$ cat src/rtl/mips_pkg.sv
// Shared encodings for the MIPS memory stage: access sizes, memory FSM states
// and the alignment rule used by the lane aligner.
package mips_pkg;

    localparam logic [1:0] DS_WORD = 2'b00;
    localparam logic [1:0] DS_HALF = 2'b01;
    localparam logic [1:0] DS_BYTE = 2'b10;

    typedef enum logic [1:0] {
        ST_IDLE  = 2'd0,
        ST_WAIT  = 2'd1,
        ST_FAULT = 2'd2
    } mem_state_t;

    // Dsize 2'b11 falls into the word rule.
    function automatic logic addr_misaligned(input logic [1:0] dsize, input logic [1:0] offset);
        case (dsize)
            DS_BYTE: addr_misaligned = 1'b0;
            DS_HALF: addr_misaligned = offset[0];
            default: addr_misaligned = (offset != 2'b00);
        endcase
    endfunction

endpackage

$ cat src/rtl/mem_lane_align.sv
// Big-endian byte-lane steering: store enables/replicated data and load lane
// extraction with sign or zero extension. Purely combinational.
module mem_lane_align
    import mips_pkg::*;
(
    input  logic [1:0]  dsize,
    input  logic [1:0]  offset,
    input  logic [31:0] store_data,
    input  logic        load_ext,
    input  logic [31:0] rdata,
    output logic [3:0]  be,
    output logic [31:0] wdata,
    output logic [31:0] load_data,
    output logic        misaligned
);

    logic [7:0]  byte_lane;
    logic [15:0] half_lane;

    always_comb begin
        be         = 4'b1111;
        wdata      = store_data;
        load_data  = rdata;
        byte_lane  = 8'h00;
        half_lane  = 16'h0000;
        misaligned = addr_misaligned(dsize, offset);

        case (dsize)
            DS_BYTE: begin
                be    = 4'b1000 >> offset;
                wdata = {4{store_data[7:0]}};
                // Offset 0 is the most significant byte.
                case (offset)
                    2'd0:    byte_lane = rdata[31:24];
                    2'd1:    byte_lane = rdata[23:16];
                    2'd2:    byte_lane = rdata[15:8];
                    default: byte_lane = rdata[7:0];
                endcase
                load_data = load_ext ? {{24{byte_lane[7]}}, byte_lane}
                                     : {24'h000000, byte_lane};
            end
            DS_HALF: begin
                be        = offset[1] ? 4'b0011 : 4'b1100;
                wdata     = {2{store_data[15:0]}};
                half_lane = offset[1] ? rdata[15:0] : rdata[31:16];
                load_data = load_ext ? {{16{half_lane[15]}}, half_lane}
                                     : {16'h0000, half_lane};
            end
            default: begin
                be        = 4'b1111;
                wdata     = store_data;
                load_data = rdata;
            end
        endcase
    end

endmodule

$ cat src/rtl/mem_stage.sv
// MEM stage of the 5-stage MIPS pipeline: EX/MEM register, req/ack data-memory
// controller with misalignment and timeout aborts, and the MEM/WB register.
module mem_stage
    import mips_pkg::*;
#(
    parameter int TIMEOUT = 16,
    parameter int CNT_W   = 5
) (
    input  logic        clk,
    input  logic        reset,
    input  logic        MemWr,
    input  logic        MemtoReg,
    input  logic        RegWr,
    input  logic        Branch,
    input  logic        Zero,
    input  logic        Jump,
    input  logic        Jal,
    input  logic        Loadext,
    input  logic [1:0]  Dsize,
    input  logic [31:0] ALUout,
    input  logic [31:0] BusB,
    input  logic [31:0] BranchTarget,
    input  logic [31:0] Delayslot2,
    input  logic [4:0]  Rw,
    output logic        stall,
    output logic        take_branch,
    output logic        take_jump,
    output logic [31:0] branch_target,
    output logic        dmem_req,
    output logic        dmem_we,
    output logic [31:0] dmem_addr,
    output logic [3:0]  dmem_be,
    output logic [31:0] dmem_wdata,
    input  logic [31:0] dmem_rdata,
    input  logic        dmem_ack,
    output logic        wb_RegWr,
    output logic [4:0]  wb_Rw,
    output logic [31:0] wb_data,
    output logic        mem_fault,
    output logic [31:0] fault_addr
);

    logic        m_MemWr, m_MemtoReg, m_RegWr, m_Branch, m_Zero, m_Jump, m_Jal, m_Loadext;
    logic [1:0]  m_Dsize;
    logic [31:0] m_ALUout, m_BusB, m_BranchTarget, m_Delayslot2;
    logic [4:0]  m_Rw;

    mem_state_t       state, next_state;
    logic [CNT_W-1:0] cnt, cnt_next;

    logic        mem_op, ack_ok, wb_load, wb_fault;
    logic [3:0]  al_be;
    logic [31:0] al_wdata, load_data, wb_next;
    logic        misaligned;

    // ---- EX/MEM register ----
    always_ff @(posedge clk or posedge reset) begin
        if (reset) begin
            m_MemWr        <= 1'b0;
            m_MemtoReg     <= 1'b0;
            m_RegWr        <= 1'b0;
            m_Branch       <= 1'b0;
            m_Zero         <= 1'b0;
            m_Jump         <= 1'b0;
            m_Jal          <= 1'b0;
            m_Loadext      <= 1'b0;
            m_Dsize        <= 2'b00;
            m_ALUout       <= 32'h0;
            m_BusB         <= 32'h0;
            m_BranchTarget <= 32'h0;
            m_Delayslot2   <= 32'h0;
            m_Rw           <= 5'd0;
        end else if (!stall) begin
            m_MemWr        <= MemWr;
            m_MemtoReg     <= MemtoReg;
            m_RegWr        <= RegWr;
            m_Branch       <= Branch;
            m_Zero         <= Zero;
            m_Jump         <= Jump;
            m_Jal          <= Jal;
            m_Loadext      <= Loadext;
            m_Dsize        <= Dsize;
            m_ALUout       <= ALUout;
            m_BusB         <= BusB;
            m_BranchTarget <= BranchTarget;
            m_Delayslot2   <= Delayslot2;
            m_Rw           <= Rw;
        end
    end

    assign mem_op        = m_MemWr | m_MemtoReg;
    assign take_branch   = m_Branch & m_Zero;
    assign take_jump     = m_Jump;
    assign branch_target = m_BranchTarget;

    mem_lane_align u_align (
        .dsize      (m_Dsize),
        .offset     (m_ALUout[1:0]),
        .store_data (m_BusB),
        .load_ext   (m_Loadext),
        .rdata      (dmem_rdata),
        .be         (al_be),
        .wdata      (al_wdata),
        .load_data  (load_data),
        .misaligned (misaligned)
    );

    // ---- memory access FSM ----
    always_ff @(posedge clk or posedge reset) begin
        if (reset) begin
            state <= ST_IDLE;
            cnt   <= '0;
        end else begin
            state <= next_state;
            cnt   <= cnt_next;
        end
    end

    // cnt holds the number of request cycles already spent without ack.
    always_comb begin
        next_state = state;
        cnt_next   = cnt;
        dmem_req   = 1'b0;
        ack_ok     = 1'b0;
        wb_load    = 1'b0;
        wb_fault   = 1'b0;
        case (state)
            ST_IDLE: begin
                if (!mem_op) begin
                    wb_load = 1'b1;
                end else if (misaligned) begin
                    next_state = ST_FAULT;
                end else begin
                    dmem_req = 1'b1;
                    if (dmem_ack) begin
                        ack_ok  = 1'b1;
                        wb_load = 1'b1;
                    end else if (TIMEOUT <= 1) begin
                        next_state = ST_FAULT;
                    end else begin
                        next_state = ST_WAIT;
                        cnt_next   = CNT_W'(1);
                    end
                end
            end
            ST_WAIT: begin
                dmem_req = 1'b1;
                if (dmem_ack) begin
                    ack_ok     = 1'b1;
                    wb_load    = 1'b1;
                    next_state = ST_IDLE;
                    cnt_next   = '0;
                end else if (cnt == CNT_W'(TIMEOUT - 1)) begin
                    next_state = ST_FAULT;
                end else begin
                    cnt_next = cnt + CNT_W'(1);
                end
            end
            ST_FAULT: begin
                wb_load    = 1'b1;
                wb_fault   = 1'b1;
                next_state = ST_IDLE;
                cnt_next   = '0;
            end
            default: begin
                next_state = ST_IDLE;
                cnt_next   = '0;
            end
        endcase
    end

    assign stall      = mem_op & ~ack_ok & (state != ST_FAULT);
    assign mem_fault  = (state == ST_FAULT);
    assign dmem_we    = m_MemWr & dmem_req;
    assign dmem_be    = dmem_req ? al_be : 4'b0000;
    assign dmem_wdata = m_MemWr ? al_wdata : 32'h0;
    assign dmem_addr  = {m_ALUout[31:2], 2'b00};

    always_ff @(posedge clk or posedge reset) begin
        if (reset) begin
            fault_addr <= 32'h0;
        end else if (state == ST_FAULT) begin
            fault_addr <= m_ALUout;
        end
    end

    assign wb_next = m_Jal      ? m_Delayslot2 :
                     m_MemtoReg ? load_data    : m_ALUout;

    // ---- MEM/WB register ----
    always_ff @(posedge clk or posedge reset) begin
        if (reset) begin
            wb_RegWr <= 1'b0;
            wb_Rw    <= 5'd0;
            wb_data  <= 32'h0;
        end else if (wb_load) begin
            wb_RegWr <= m_RegWr & ~wb_fault;
            wb_Rw    <= m_Rw;
            wb_data  <= wb_next;
        end
    end

endmodule

$ cat config.mk
export PLATFORM = sky130hd
export DESIGN_NAME = mem_stage
export DESIGN_NICKNAME = d
export VERILOG_FILES = /design/src/rtl/mips_pkg.sv /design/src/rtl/mem_lane_align.sv /design/src/rtl/mem_stage.sv
export SDC_FILE = /design/constraint.sdc
export NUM_CORES = 1
export LEC_CHECK = 0
export ABC_AREA = 1
export BUFFER_PORTS_ARGS = -buffer_cell sky130_fd_sc_hd__buf_4
export CORE_MARGIN = 3
export CORE_UTILIZATION = 51
export CTS_CLUSTER_SIZE = 14
export DETAILED_ROUTE_END_ITERATION = 7
export HOLD_SLACK_MARGIN = 0.08
export PLACE_DENSITY = 0.8
export SLEW_MARGIN = 30
export SYNTH_ARGS = -nofsm -noshare
export SYNTH_HDL_FRONTEND = slang
export SYNTH_SLANG_ARGS = --single-unit
$ cat constraint.sdc
create_clock -name clk -period 20.7 [get_ports clk]
set_clock_uncertainty 0.1 [all_clocks]
set_input_delay 4.14 -clock clk [delete_from_list [all_inputs] [get_ports clk]]
set_output_delay 4.14 -clock clk [all_outputs]
set_load 0.02 [all_outputs]
After elaboration in Yosys (flattened, before gate mapping) --
Cells that the tools add are included.
Storage, ports and cells: bits in registers 220, output and inout bits 176, word-level logic and storage cells 84
Operators by class: add/sub/neg operators 1, equal/unequal tests 14, shift operators 1, muxes and demuxes 35, bitwise logic cells 8, reduce and logical (&&, ||, !) cells 5
Operators with widths (count):
- 32-bit 2-to-1 mux | 5
- 32-bit one-hot mux with 2 select lines | 2
- 5-bit 2-to-1 mux | 5
- 8-bit one-hot mux with 3 select lines | 1
- 16-bit 2-to-1 mux | 1
- 2-bit 2-to-1 mux | 5
- 5-bit one-hot mux with 2 select lines | 1
- 3-bit inequality test (second input constant) | 3
- 4-bit 2-to-1 mux | 2
- 2-bit inequality test (second input constant) | 4
- 4-bit one-hot mux with 2 select lines | 1
- 1-bit 2-to-1 mux | 7
- 2-bit by 1-bit == test with 1-bit output (second input constant) | 3
- 2-bit == test (second input constant) | 3
- 1-bit one-hot mux with 2 select lines | 3
- 5-bit by 1-bit adder with 5-bit output (second input constant) | 1
- 1-bit AND | 5
- 5-bit by 4-bit == test with 1-bit output (second input constant) | 1
- 2-bit zero test | 2
- 2-bit one-hot mux with 2 select lines | 1
- 4-bit AND reduction | 1
- 4-bit by 2-bit right shift with 4-bit output (first input constant) | 1
- 1-bit one-hot mux with 3 select lines | 1
- 3-bit AND reduction | 1
- 3 further kinds | 4

Logic depth before layout (Yosys ltp) --
depth after elaboration 8, gate-level depth with buffers 14

By module --
Synthesis repeated with hierarchy kept, for this count alone.
Second synthesis, totals: cell total of the unflattened synthesis 1465, area, all modules 10841.6 sq um
By module, submodules not included:
- mem_stage | times used 1, cells an instance 1191, area each 9556.7 sq um, sequential area each 5505.3 sq um
- mem_lane_align | times used 1, cells an instance 274, area each 1285.0 sq um, sequential area each 0.0 sq um

Worst setup path after synthesis --
No wires, ideal clock.
path type input port to output port, from in dmem_ack, to out stall, data arrival time 4.647 ns, required time 16.460 ns, path slack 11.813 ns, stages 4, buffers on the path 1, cells stage by stage nand2_2 nand3_4 clkbuf_2 inv_1
On the way: longest elaborated chain between the ends 7
RTL lines:
- start: declaration | line mem_stage.sv:35 | input logic dmem_ack,
- 1-bit 2-to-1 mux (*) | line mem_stage.sv:135, mem_stage.sv:148
- 1-bit 2-to-1 mux | line mem_stage.sv:131 | end else if (misaligned) begin
- 1-bit 2-to-1 mux | line mem_stage.sv:129 | if (!mem_op) begin
- 1-bit one-hot mux with 2 select lines (*) | line mem_stage.sv:127 | case (state)
- 1-bit inverter (*) | line mem_stage.sv:172 | assign stall = mem_op & ~ack_ok & (state != ST_FAULT);
- 1-bit AND (*) (2 in a row) | line mem_stage.sv:172
- end: declaration | line mem_stage.sv:25 | output logic stall,
Every way passes the cells marked *; elsewhere a longest branch is shown, timed or not.

Final worst setup path --
Ends and elaborated chain as after synthesis.

==> impl_results.md <==
- Critical Path Source Type: input port
- Number of vias per cell: slightly above 5
- Fmax: around 110 MHz
- First-pass GRT wire length: 50.4 mm
- Layout area overhead: 28.9%
- Routability cong.: 0.891
- CP Class: in2out
- DRC viols: 0
- # Post-CTS Setup Buffers: 0
- Via count: between 10,000 and 15,000
- # diodes: 0
- Later-pin clock latency in the skew report: 510 ps
- Worst min-delay path class: reg2reg
- Status: finished clean
- Vias in the first global route: between 9,000 and 10,000
- Largest net degree at the start of global routing: around 120
- Die area: between 0.02 and 0.025 mm2
- Placed insts: roughly 1,900
- Clock Tree Root: clkbuf_16
- DR WL/cell: 16.9 um
- Pwr per Cell Area: 206 mW/mm2
- Synth Register Bits: between 200 and 250
- Routed WL: roughly 33 mm
- Final hold violations: 0
- Post-DP HPWL: between 20 and 25 mm
- Post-route insts no fill: 1,955
- Row count: 52
- Port Buf Inserts: 351
- Post-CTS Resized: 0
- Commonest non-fill, non-tap cell in the layout: nand2_1
- Fillers: roughly 1,700
- Core area: just over 0.02 mm2
- Die W: ~150 um
- Fin Setup TNS: 0 ps
- RSZ-0062 raised after global routing: false
- Share of layout cells above drive strength 1: between 20% and 30%
- CP Max Fanout: slightly below 60
- Syn avg cell area: about 7.8 um2
- Starting Density: a little over half
- Fin crit period: approximately 9400 ps
- Critical path required time: between 15,000 and 20,000 ps
- Global Route Usage Sum: 27.7%
- LEAKAGE: slightly below 8 nW
- # Max-Cap Violations: 0
- Cell area after synthesis: 0.0108 mm2
- Post-synth top area share: between 50% and 60%
- Longest Clk Path Bufs: 3
- Pin slew with the least headroom to its limit: 874 ps
- Initial antenna violation count: 0
- Max Slew Vio Count: 0
- Mapped Cells: between 1,000 and 1,500
- Setup violations, final: 0
- Yosys warns: 0
- Cts hold-fix bufs: 0
- CTS tree: done
- Htree depth: 1
- IO Pins: between 300 and 400
- Overflow left after global routing: 0
- Worst vdd ir: roughly 120 uV
- Synth area leader: dfrtp_1
- Reg clk slew, reported paths: 60 ps
- Pre-antenna DRT Iters: 6
- CP arrival: 5180 ps
- Cts bufs inserted: 23
- Ranking of synthesized cells by area: dfrtp_1 (51%), nand2_1 (16%), inv_1 (7.4%), o21ai_1 (6.5%), o21ai_0 (3.8%)
- Height of the die: ~150 um
- DR iter-0 viols: about 750
- Highest-count cells in the layout ignoring fill and taps: nand2_1 (465), buf_4 (356), dfrtp_1 (220)
- Sequential-to-total area share from yosys stat: between 50% and 60%
- Sink Count: 220
- Final period util: roughly 45%
- Yosys cell types: 29
- NumNets Final: ~1,900
- Antenna viol nets, final: 0
- Crit end category: output port
- Relative slew slack: between 40% and 50%
## per-stage QoR
stage / utilization (%) / instance area [um2] / power [W] / setup WS, ps / hold WS, ps
after floorplan: - / 10800 / 0.00194 / 10440 / 352
after global placement: 64.0 / 13200 / 0.00238 / 11310 / 365
after detailed placement: 64.1 / 13200 / 0.00243 / 11290 / 367
after CTS: 67.9 / 14000 / 0.00287 / 11300 / 384
after global routing: 67.9 / 14000 / 0.00309 / 11150 / 404
final: 67.9 / 14000 / 0.00287 / 11280 / 381
## flip-flops by register name, summed over array words and instances, names as in the netlist
signal,flops
state,2
take_jump,1
m_Jal,1
wb_RegWr,1
m_Rw,5
m_BusB,32
wb_data,32
m_ALUout,32
branch_target,32
m_MemtoReg,1
m_Delayslot2,32
fault_addr,32
m_RegWr,1
m_Dsize,2
m_MemWr,1
m_Branch,1
cnt,5
m_Loadext,1
m_Zero,1
wb_Rw,5
## critical path: stages
cell and delay [ps]:
buf_4 120, nand2_2 80, nand3_4 470, inv_1 170
buf_4 160
## report_power, final
group	leakage [nW]	switching (W)	internal (W)
sequential	2.69	0.000139	0.000654
combinational	4.67	0.00109	0.000564
clock	0.372	0.000173	0.000252
total	7.73	0.00140	0.00147
## final timing paths
check | startpoint | endpoint | slack [ps] | cells after the start
worst min-delay path | wb_data[31] | wb_data[31] | 380 | 2
worst min register to register | wb_data[31] | wb_data[31] | 380 | 2
worst max register to register | m_Dsize[0] | m_ALUout[18] | 16490 | 13
max in group asynchronous | reset | wb_data[20] | 15560 | 3
worst max-delay path | dmem_ack | stall | 11280 | 5
min in group asynchronous | reset | m_BusB[18] | 3580 | 2
## cell type report
cell class              count  area (um2)  share of cell area (%)
flip-flops and latches    220        5510                    39.4
clock buffers              30         632                    4.53
clock inverters            10         134                   0.959
repair buffers            359        2720                    19.5
inverters                 216         821                    5.88
well taps                 270         338                    2.42
multi-input cells         850        3810                    27.3
## layer usage
| metal | global-route usage, % | wire [um] | up-vias |
|---|---|---|---|
| met4 | 10.2 | 1370 | 0 |
| met3 | 6.31 | 3150 | 88 |
| li1 | - | - | 4878 |
| met2 | 44.2 | 15100 | 467 |
| met1 | 37.3 | 13400 | 4704 |
| met5 | 0 | 0 | - |
## cells in the mapped netlist, drive strengths merged
master / number
o31ai: 2
nand3: 10
inv: 216
a21oi: 74
nand2: 470
clkbuf: 29
a31oi: 1
o211ai: 9
o21ai: 225
conb: 1
buf: 81
or2: 1
ha: 4
o22ai: 32
nor2: 19
o21a: 1
dfrtp: 220
## logic make-up after synthesis
family          after synthesis  share of synthesized area (%)
simple gates                500                           18.0
compound gates              344                           16.7
buf+inv                     326                           14.0
flops                       220                           50.8
fa+ha+maj                     4                          0.462
other cells                   1                         0.0346
Note: power is estimated with default switching activity, not from simulation.
